`config.mk`:
```
export PLATFORM = sky130hd
export DESIGN_NAME = fifo_rd_sched_flat
export DESIGN_NICKNAME = d
export VERILOG_FILES = /design/src/rtl/fifo_rd_sched_if.sv /design/src/rtl/fifo_rd_sched.sv /design/src/flat_wrapper.sv
export SDC_FILE = /design/constraint.sdc
export NUM_CORES = 1
export LEC_CHECK = 0
export ABC_AREA = 1
export CORE_MARGIN = 2
export CORE_UTILIZATION = 40
export DETAILED_ROUTE_END_ITERATION = 16
export GPL_TIMING_DRIVEN = 0
export PLACE_DENSITY = 0.74
export SYNTH_ARGS = -nofsm -noshare
export SYNTH_HDL_FRONTEND = slang
export SYNTH_SLANG_ARGS = --single-unit
```
`constraint.sdc`:
```
create_clock -name glb_clk -period 7.45 [get_ports glb_clk]
set_input_delay 0.745 -clock glb_clk [delete_from_list [all_inputs] [get_ports glb_clk]]
set_output_delay 0.745 -clock glb_clk [all_outputs]
set_load 0.005 [all_outputs]
```
`src/rtl/fifo_rd_sched_if.sv`:
```
// Handshake bundle between the FIFO selection stage, the port FIFOs,
// the packet read scheduler and the downstream consumer.
interface fifo_rd_sched_if #(
    parameter int PORT_NUM = 4,
    parameter int DATA_W   = 32
);
    logic [7:0]                 fifo_sel_code;
    logic [PORT_NUM-1:0]        fifo_empty;
    logic [PORT_NUM*DATA_W-1:0] fifo_rd_data;
    logic [PORT_NUM-1:0]        fifo_rd_eop;
    logic [PORT_NUM-1:0]        fifo_rd_en;
    logic [DATA_W-1:0]          out_data;
    logic                       out_eop;
    logic                       out_valid;
    logic                       out_ready;
    logic                       busy;
    logic [6:0]                 cur_port;
    logic                       pkt_done;
    logic                       pkt_err;
    logic [15:0]                pkt_len;

    modport master (
        input  fifo_sel_code, fifo_empty, fifo_rd_data, fifo_rd_eop,
        input  out_ready,
        output fifo_rd_en, out_data, out_eop, out_valid,
        output busy, cur_port, pkt_done, pkt_err, pkt_len
    );

    modport slave (
        output fifo_sel_code, fifo_empty, fifo_rd_data, fifo_rd_eop,
        output out_ready,
        input  fifo_rd_en, out_data, out_eop, out_valid,
        input  busy, cur_port, pkt_done, pkt_err, pkt_len
    );
endinterface

```
`src/rtl/fifo_rd_sched.sv`:
```
// Packet read scheduler: locks onto the selected port FIFO and moves
// exactly one packet per grant into a 2-entry output buffer.
module fifo_rd_sched #(
    parameter int PORT_NUM    = 4,
    parameter int DATA_W      = 32,
    parameter int MAX_WORDS   = 1024,
    parameter int HOLDOFF_CYC = 2
) (
    input  logic            glb_clk,
    input  logic            glb_areset,
    fifo_rd_sched_if.master bus
);
    typedef enum logic [1:0] {IDLE, RD, HOLD} state_t;

    state_t              state;
    logic [6:0]          cur_port;
    logic [15:0]         word_cnt;
    logic [3:0]          hold_cnt;
    logic [DATA_W-1:0]   buf_data [2];
    logic                buf_eop  [2];
    logic                wr_ptr;
    logic                rd_ptr;
    logic [1:0]          occ;

    logic [PORT_NUM-1:0] sel;
    logic [DATA_W-1:0]   head_data;
    logic                head_eop;
    logic                head_empty;
    logic                drain;
    logic                pop;
    logic [15:0]         wc_next;
    logic                at_max;
    logic                last;

    always_comb begin
        sel       = '0;
        head_data = '0;
        head_eop  = 1'b0;
        for (int i = 0; i < PORT_NUM; i++) begin
            sel[i] = (cur_port == 7'(i));
            if (sel[i]) begin
                head_data = head_data | bus.fifo_rd_data[i*DATA_W +: DATA_W];
                head_eop  = head_eop | bus.fifo_rd_eop[i];
            end
        end
        head_empty = ~|(sel & ~bus.fifo_empty);
    end

    assign drain   = bus.out_valid && bus.out_ready;
    assign pop     = (state == RD) && !head_empty && (occ != 2'd2 || drain);
    assign wc_next = word_cnt + 16'd1;
    assign at_max  = (wc_next == 16'(MAX_WORDS));
    assign last    = pop && (head_eop || at_max);

    assign bus.fifo_rd_en = pop ? sel : '0;
    assign bus.out_data   = buf_data[rd_ptr];
    assign bus.out_eop    = buf_eop[rd_ptr];
    assign bus.out_valid  = (occ != 2'd0);
    assign bus.busy       = (state != IDLE);
    assign bus.cur_port   = cur_port;

    // Truncated packets get a forced EOP so downstream framing stays intact.
    always_ff @(posedge glb_clk or posedge glb_areset) begin
        if (glb_areset) begin
            buf_data[0] <= '0;
            buf_data[1] <= '0;
            buf_eop[0]  <= 1'b0;
            buf_eop[1]  <= 1'b0;
            wr_ptr      <= 1'b0;
            rd_ptr      <= 1'b0;
            occ         <= 2'd0;
        end else begin
            if (pop) begin
                buf_data[wr_ptr] <= head_data;
                buf_eop[wr_ptr]  <= head_eop | at_max;
                wr_ptr           <= ~wr_ptr;
            end
            if (drain) begin
                rd_ptr <= ~rd_ptr;
            end
            occ <= occ + {1'b0, pop} - {1'b0, drain};
        end
    end

    always_ff @(posedge glb_clk or posedge glb_areset) begin
        if (glb_areset) begin
            state        <= IDLE;
            cur_port     <= '0;
            word_cnt     <= '0;
            hold_cnt     <= '0;
            bus.pkt_done <= 1'b0;
            bus.pkt_err  <= 1'b0;
            bus.pkt_len  <= '0;
        end else begin
            bus.pkt_done <= 1'b0;
            bus.pkt_err  <= 1'b0;
            unique case (state)
                IDLE: begin
                    if (bus.fifo_sel_code[7]) begin
                        if (bus.fifo_sel_code[6:0] < 7'(PORT_NUM)) begin
                            cur_port <= bus.fifo_sel_code[6:0];
                            word_cnt <= '0;
                            state    <= RD;
                        end else begin
                            bus.pkt_err <= 1'b1;
                        end
                    end
                end
                RD: begin
                    if (pop) begin
                        word_cnt <= wc_next;
                        if (last) begin
                            state        <= HOLD;
                            hold_cnt     <= '0;
                            bus.pkt_len  <= wc_next;
                            bus.pkt_done <= head_eop;
                            bus.pkt_err  <= !head_eop;
                        end
                    end
                end
                HOLD: begin
                    if (hold_cnt == 4'(HOLDOFF_CYC - 1)) begin
                        state <= IDLE;
                    end else begin
                        hold_cnt <= hold_cnt + 4'd1;
                    end
                end
                default: state <= IDLE;
            endcase
        end
    end
endmodule
```
`src/flat_wrapper.sv`:
```
// flat-port wrapper written by rule: the top's interface ports become plain ports
module fifo_rd_sched_flat 
#(
    parameter int PORT_NUM    = 4,
    parameter int DATA_W      = 32,
    parameter int MAX_WORDS   = 1024,
    parameter int HOLDOFF_CYC = 2
)
  (glb_clk, glb_areset, bus_fifo_sel_code, bus_fifo_empty, bus_fifo_rd_data, bus_fifo_rd_eop, bus_out_ready, bus_fifo_rd_en, bus_out_data, bus_out_eop, bus_out_valid, bus_busy, bus_cur_port, bus_pkt_done, bus_pkt_err, bus_pkt_len);
  fifo_rd_sched_if #(.PORT_NUM(PORT_NUM), .DATA_W(DATA_W)) bus_i ();
  input  logic glb_clk;
  input  logic glb_areset;
  input wire logic [$bits(bus_i.fifo_sel_code)-1:0] bus_fifo_sel_code;
  input wire logic [$bits(bus_i.fifo_empty)-1:0] bus_fifo_empty;
  input wire logic [$bits(bus_i.fifo_rd_data)-1:0] bus_fifo_rd_data;
  input wire logic [$bits(bus_i.fifo_rd_eop)-1:0] bus_fifo_rd_eop;
  input wire logic [$bits(bus_i.out_ready)-1:0] bus_out_ready;
  output wire logic [$bits(bus_i.fifo_rd_en)-1:0] bus_fifo_rd_en;
  output wire logic [$bits(bus_i.out_data)-1:0] bus_out_data;
  output wire logic [$bits(bus_i.out_eop)-1:0] bus_out_eop;
  output wire logic [$bits(bus_i.out_valid)-1:0] bus_out_valid;
  output wire logic [$bits(bus_i.busy)-1:0] bus_busy;
  output wire logic [$bits(bus_i.cur_port)-1:0] bus_cur_port;
  output wire logic [$bits(bus_i.pkt_done)-1:0] bus_pkt_done;
  output wire logic [$bits(bus_i.pkt_err)-1:0] bus_pkt_err;
  output wire logic [$bits(bus_i.pkt_len)-1:0] bus_pkt_len;
  assign bus_i.fifo_sel_code = bus_fifo_sel_code;
  assign bus_i.fifo_empty = bus_fifo_empty;
  assign bus_i.fifo_rd_data = bus_fifo_rd_data;
  assign bus_i.fifo_rd_eop = bus_fifo_rd_eop;
  assign bus_i.out_ready = bus_out_ready;
  assign bus_fifo_rd_en = bus_i.fifo_rd_en;
  assign bus_out_data = bus_i.out_data;
  assign bus_out_eop = bus_i.out_eop;
  assign bus_out_valid = bus_i.out_valid;
  assign bus_busy = bus_i.busy;
  assign bus_cur_port = bus_i.cur_port;
  assign bus_pkt_done = bus_i.pkt_done;
  assign bus_pkt_err = bus_i.pkt_err;
  assign bus_pkt_len = bus_i.pkt_len;
  fifo_rd_sched #(.PORT_NUM(PORT_NUM), .DATA_W(DATA_W), .MAX_WORDS(MAX_WORDS), .HOLDOFF_CYC(HOLDOFF_CYC)) u_core (.glb_clk(glb_clk), .glb_areset(glb_areset), .bus(bus_i));
endmodule
```
# Yosys cells after proc, flatten, opt, wreduce, memory -nomap -nowiden
# Cells that the tools add are included.
dict set report word_totals {
  ram_bits 0
  in_bits 147
  wordCells 112
  mem_bits_ro 0
  reg_bits 117
  output_inout_bits 64
  latchBits 0
  memories 0
}
dict set report op_classes {
  mul 0
  n_mux 43
  addsub 4
  order_cmp 4
  n_reduce_logical 20
  n_div 0
  n_eq_ne 14
  bitwise 13
  shifts 0
}
# operator n
set op_table {}
lappend op_table {{32-bit two-way mux} 8}
lappend op_table {{32-bit OR} 3}
lappend op_table {{64-bit bitwise mux} 1}
lappend op_table {{16-bit two-way mux} 3}
lappend op_table {{32-bit demux with 1-bit select} 1}
lappend op_table {{16-bit case mux with 2 select lines} 1}
lappend op_table {{16-bit by 1-bit adder with 16-bit output, second input constant} 1}
lappend op_table {{16-bit by 11-bit equality test with 1-bit output, second input constant} 1}
lappend op_table {{4-bit two-way mux} 4}
lappend op_table {{1-bit two-way mux} 15}
lappend op_table {{7-bit by 2-bit equality test with 1-bit output, second input constant} 2}
lappend op_table {{2-bit two-way mux} 5}
lappend op_table {{2-bit by 1-bit inequality test with 1-bit output, second input constant} 4}
lappend op_table {{4-bit case mux with 2 select lines} 1}
lappend op_table {{4-bit AND reduction} 2}
lappend op_table {{2-bit nonzero test} 4}
lappend op_table {{7-bit by 1-bit equality test with 1-bit output, second input constant} 1}
lappend op_table {{7-bit logical NOT} 1}
lappend op_table {{7-bit by 3-bit less-than comparator with 1-bit output, second input constant} 1}
lappend op_table {{2-bit inequality test, second input constant} 3}
lappend op_table {{2-bit case mux with 3 select lines} 1}
lappend op_table {{3-bit AND reduction} 2}
lappend op_table {{1-bit logical AND} 5}
lappend op_table {{5-bit AND reduction} 1}
lappend op_table {{other kinds (20)} 27}

# Logic depth before layout (Yosys ltp)
dict set report depth {
  ltp_word 13
  depth_mapped 15
  depth_no_buf 15
}

# Least setup slack after synthesis
# No wires, ideal clock.
dict set report synth_timing {
  path_type {in2out}
  startpoint {input port bus_fifo_empty[3]}
  endpoint {output port bus_fifo_rd_en[0]}
  path_buffers 1
  setup_slack_ns 5.172
  cell_stages 7
  required_time_ns 6.705
  arrival_ns 1.533
  cell_sequence {or2_0 -> nand2_1 -> nor2_1 -> nor2_2 -> inv_2 -> clkbuf_1 -> nor2_1}
}
dict set report synth_between {
  elab_chain_len 6
}
# element line
set synth_lines {}
lappend synth_lines {{start: declaration} flat_wrapper.sv:14} ;# input wire logic [$bits(bus_i.fifo_empty)-1:0] bus_fifo_empty;
lappend synth_lines {{4-bit inverter} fifo_rd_sched.sv:46} ;# head_empty = ~|(sel & ~bus.fifo_empty);
lappend synth_lines {{4-bit AND} fifo_rd_sched.sv:46}
lappend synth_lines {{4-bit OR reduction} fifo_rd_sched.sv:46}
lappend synth_lines {{1-bit logical AND (2 in a row)} fifo_rd_sched.sv:50} ;# assign pop = (state == RD) && !head_empty && (occ != 2'd2 || drain);
lappend synth_lines {{4-bit two-way mux} fifo_rd_sched.sv:55} ;# assign bus.fifo_rd_en = pop ? sel : '0;
lappend synth_lines {{end: declaration} flat_wrapper.sv:18} ;# output wire logic [$bits(bus_i.fifo_rd_en)-1:0] bus_fifo_rd_en;
# No other way between the ends.

# Final worst setup path
dict set report layout_timing {
  startpoint {register u_core.cur_port[3], in the netlist u_core.bus.cur_port[3]}
  endpoint {output port bus_fifo_rd_en[0]}
}
dict set report layout_between {
  elab_chain_len 6
  word_cells_on_any_way 9
  cone_classes {eq/ne (3); mux (1); bitwise (1); reduce/logical (4)}
}
# element line
set layout_lines {}
lappend layout_lines {{start: declaration} fifo_rd_sched.sv:16} ;# logic [6:0] cur_port;
lappend layout_lines {{start signal: assignment} fifo_rd_sched.sv:101} ;# cur_port <= bus.fifo_sel_code[6:0];
lappend layout_lines {{7-bit by 1-bit equality test with 1-bit output (tied with other cells)} fifo_rd_sched.sv:40} ;# sel[i] = (cur_port == 7'(i));
lappend layout_lines {{4-bit AND} fifo_rd_sched.sv:46}
lappend layout_lines {{4-bit OR reduction} fifo_rd_sched.sv:46}
lappend layout_lines {{1-bit logical AND (2 in a row)} fifo_rd_sched.sv:50}
lappend layout_lines {{4-bit two-way mux (*)} fifo_rd_sched.sv:55}
# Mark *: on every way between the ends. The rest lies on a longest branch, timed or not.

==> results.md <==
- DRT iter0 DRCs: 553
- Vias/cell: 4.88
- DP Wirelength: 14800 microns
- Number of enable flip-flop cells after synthesis: 0
- Clock sink count: 117
- Root Buffer: clkbuf_16
- # DRC: 0
- Critical R2R Launch: u_core.bus.cur_port[3]
- Number of global-route vias before repair: 6651
- Worst-Skew Late Latency: 0.41 ns
- DR vias: 6732
- IO Port Bufs: 210
- Max-Cap Viols: 0
- Critical path destination: bus_fifo_rd_en[0]
- HP Class: flip-flop to flip-flop
- CTS resizes: 0
- Initial antenna violation count: 1
- Setup bufs post-CTS: 0
- CP Capture Type: output pin
- GPL Wtd Cong: 0.880
- Layout Skew: 0.00789 ns
- TritonCTS clock tree: done
- Syn_nets: 1071
- Synth Area per Inst: 7.07 sq um
- Status: completed
- Share of cells above drive strength 1: 0.0602
- Register area share after synthesis: 0.451
- Largest net degree at the start of global routing: 91
- Clk pin slew, worst setup/hold paths: 0.05 ns
- Number of CTS-inserted buffers: 17
- Main combinational cell family by area after synthesis: simple AND/OR/NAND/NOR gates
- RSZ-0062 raised after global routing: no
- Post-synth top area cell: dfrtp_1
- Setup crit start kind: flip-flop
- Critical Path Start: u_core.bus.cur_port[3]
- Total wire length: 20100 microns
- Slew Viols, Final: 0
- Antenna viol nets, final: 0
- CP arrival: 3.34 ns
- CP Data Required Time: 6.70 ns
- Tcrit/Tclk final: 0.548
- Core Region: 15900 sq um
- Slowest-stage cell, CP: nand3_1
- Max Buffers Root-to-Sink: 2
- Netlist cell types: 32
- Post-route setup slack: 3.36 ns
- Boundary pin count: 211
- Total gr overflow: 0
- Fin nets: 1301
- CP Max Fanout: 10
- Initial Util: 0.409
- Layout area overhead: 46.4%
- Fill cell count: 1510
- List of most frequent post-synthesis cells: nand2_1 (300), o21ai_0 (138), inv_1 (134), dfrtp_1 (117), o21ai_1 (39)
- P per Cell Area: 216 nW/um^2
- Tot GR Track Use: 0.238
- Top post-synthesis cells by area: dfrtp_1 (45%), nand2_1 (17%), o21ai_0 (11%)
- R2R Path End: u_core.occ[1]
- Crit-path max cell delay: 0.55 ns
- FF-to-FF path depth: 11
- Ys flop type: dfrtp_1
- Mux contribution to synthesized area: 0.00347
- Die Area: 17300 sq um
- Seq cells post-synth: 117
- Ys Warns: 0
- CTS H-tree depth: 4
- Setup violators final: 0
- Most numerous cell in the Yosys netlist: nand2_1
- Reg-to-reg slack, setup: 4.74 ns
- Final Hold Viols: 0
- Synth Instances: 919
- Die X: 131 microns
- Mapped Area: 6500 sq um
- Setup TNS: 0 ns
- Slew @ Worst Pin: 0.726 ns
- Storage element area: 2930 sq um
- Height of the die: 131 microns
- Post-Synth Adder-Cell Area: 0.00963
- Worst slew margin: 0.515
- Synth top area share: 0.451
- Rows: 46
- Compound-cell area share of the yosys netlist: 0.171
- Async SR Flop Fraction: 1.00
- Core Util, Final: 0.599
- DR pass1 iterations: 5
- Post-Synth Simple-Gate Area: 0.249
- Xor/xnor share of the synthesized area: 0.00539
- Area of the multi-input gates: 2850 sq um
- Most Frequent Cell on Critical Path: nor2_1
- Final min period: 4.09 ns
- Worst VDD drop: 0.134 mV
- First-pass GRT wire length: 33100 microns
- Peak Freq: 0.245 GHz
- P_leak: 4.55 nW
- Crit Path Category: flip-flop to output pin
- # hold bufs at CTS: 0
- Place WS: 3.77 ns
- Wire length per cell: 14.6 microns
- Critical path, cell by cell: inv_1 -> nand2_1 -> nor2_1 -> nand3_1 -> o22ai_1 -> nor2_1 -> nor2_2 -> inv_2 -> clkbuf_1 -> nor2_1 -> clkdlybuf4s50_1
==> stage by stage <==
stage	hold slack [ns]	total power, mW	instance area, sq um	instances
after global routing	0.522	2.14	9510	1378
after floorplan	0.458	0.864	6500	919
after global placement	0.469	1.22	8870	1345
after CTS	0.491	2.07	9510	1378
final	0.483	2.05	9520	1379
after detailed placement	0.473	1.22	8900	1346
==> worst max-delay path, delay by kind of cell, from the launching register on <==
kind	cells	cell delay [ns]
AO/OA/AOI/OAI	1	0.35
buffers and inverters	4	1.03
flip-flops	1	0.38
AND/OR/NAND/NOR	6	1.17
==> sequential cells by signal (all words and copies together), names as in the netlist <==
register / flops
u_core.bus.pkt_len: 16
u_core.state: 2
u_core.buf_eop: 2
u_core.wr_ptr: 1
u_core.buf_data: 64
u_core.bus.pkt_err: 1
u_core.hold_cnt: 4
u_core.bus.cur_port: 7
u_core.word_cnt: 16
u_core.rd_ptr: 1
u_core.bus.pkt_done: 1
u_core.occ: 2
==> where the power goes <==
part           internal (mW)  switching, mW  leakage, nW
registers              0.660         0.0171         1.43
logic                  0.306          0.228         2.83
clock network          0.543          0.300        0.292
==> worst min-delay path by stage <==
stage,from,endpoint,cells past startpoint
6_report,u_core.bus.pkt_len[9],u_core.bus.pkt_len[9],2
3_5_place_dp,u_core.bus.pkt_len[8],u_core.bus.pkt_len[8],2
3_3_place_gp,u_core.bus.pkt_len[11],u_core.bus.pkt_len[11],2
2_1_floorplan,u_core.word_cnt[15],u_core.word_cnt[15],2
4_1_cts,u_core.bus.pkt_len[9],u_core.bus.pkt_len[9],2
5_1_grt,u_core.buf_data[4],u_core.buf_data[4],2
==> cell usage in the layout, fill, tap and decap left out, types with 3 or more instances in the layout <==
cell type / instances
a21oi_1: 33
buf_1: 4
buf_2: 7
buf_4: 6
buf_6: 3
bufinv_16: 3
clkbuf_1: 23
clkbuf_16: 17
clkdlybuf4s50_1: 210
clkinv_2: 3
clkinv_4: 3
clkinvlp_4: 3
dfrtp_1: 117
ha_1: 5
inv_1: 133
inv_2: 3
nand2_1: 300
nand3_1: 31
nand4_1: 7
nor2_1: 36
nor2_2: 5
nor2_4: 3
o21ai_0: 138
o21ai_1: 39
o21bai_1: 3
or2_0: 3
xnor2_1: 4
==> layout make-up <==
| class | instances | area share |
|---|---|---|
| multi-input cells | 623 | 0.299 |
| inverters | 137 | 0.0546 |
| repair buffers | 211 | 0.224 |
| clock inverters | 12 | 0.0162 |
| flip-flops and latches | 117 | 0.308 |
| plain buffers | 42 | 0.0222 |
| well taps | 216 | 0.0284 |
| clock buffers | 20 | 0.0480 |
| diodes | 1 | 0.000263 |
==> logic make-up (layout without fill, tap and decap cells) <==
kind of cell | after synthesis | count (layout)
AOI/OAI and AO/OA | 217 | 217
xor gates and xnor gates | 4 | 4
adders and majority gates | 5 | 5
buffers and inverters | 179 | 422
DFF | 117 | 117
muxes | 2 | 2
other | 0 | 1
and+or+nand+nor | 395 | 395
==> routing by layer <==
metal	part of all wire	track usage
met1	0.44	0.309
met2	0.48	0.392
met3	0.054	0.0536
met4	0.021	0.0857
met5	0	0
Note: power is estimated with default switching activity, not from simulation.
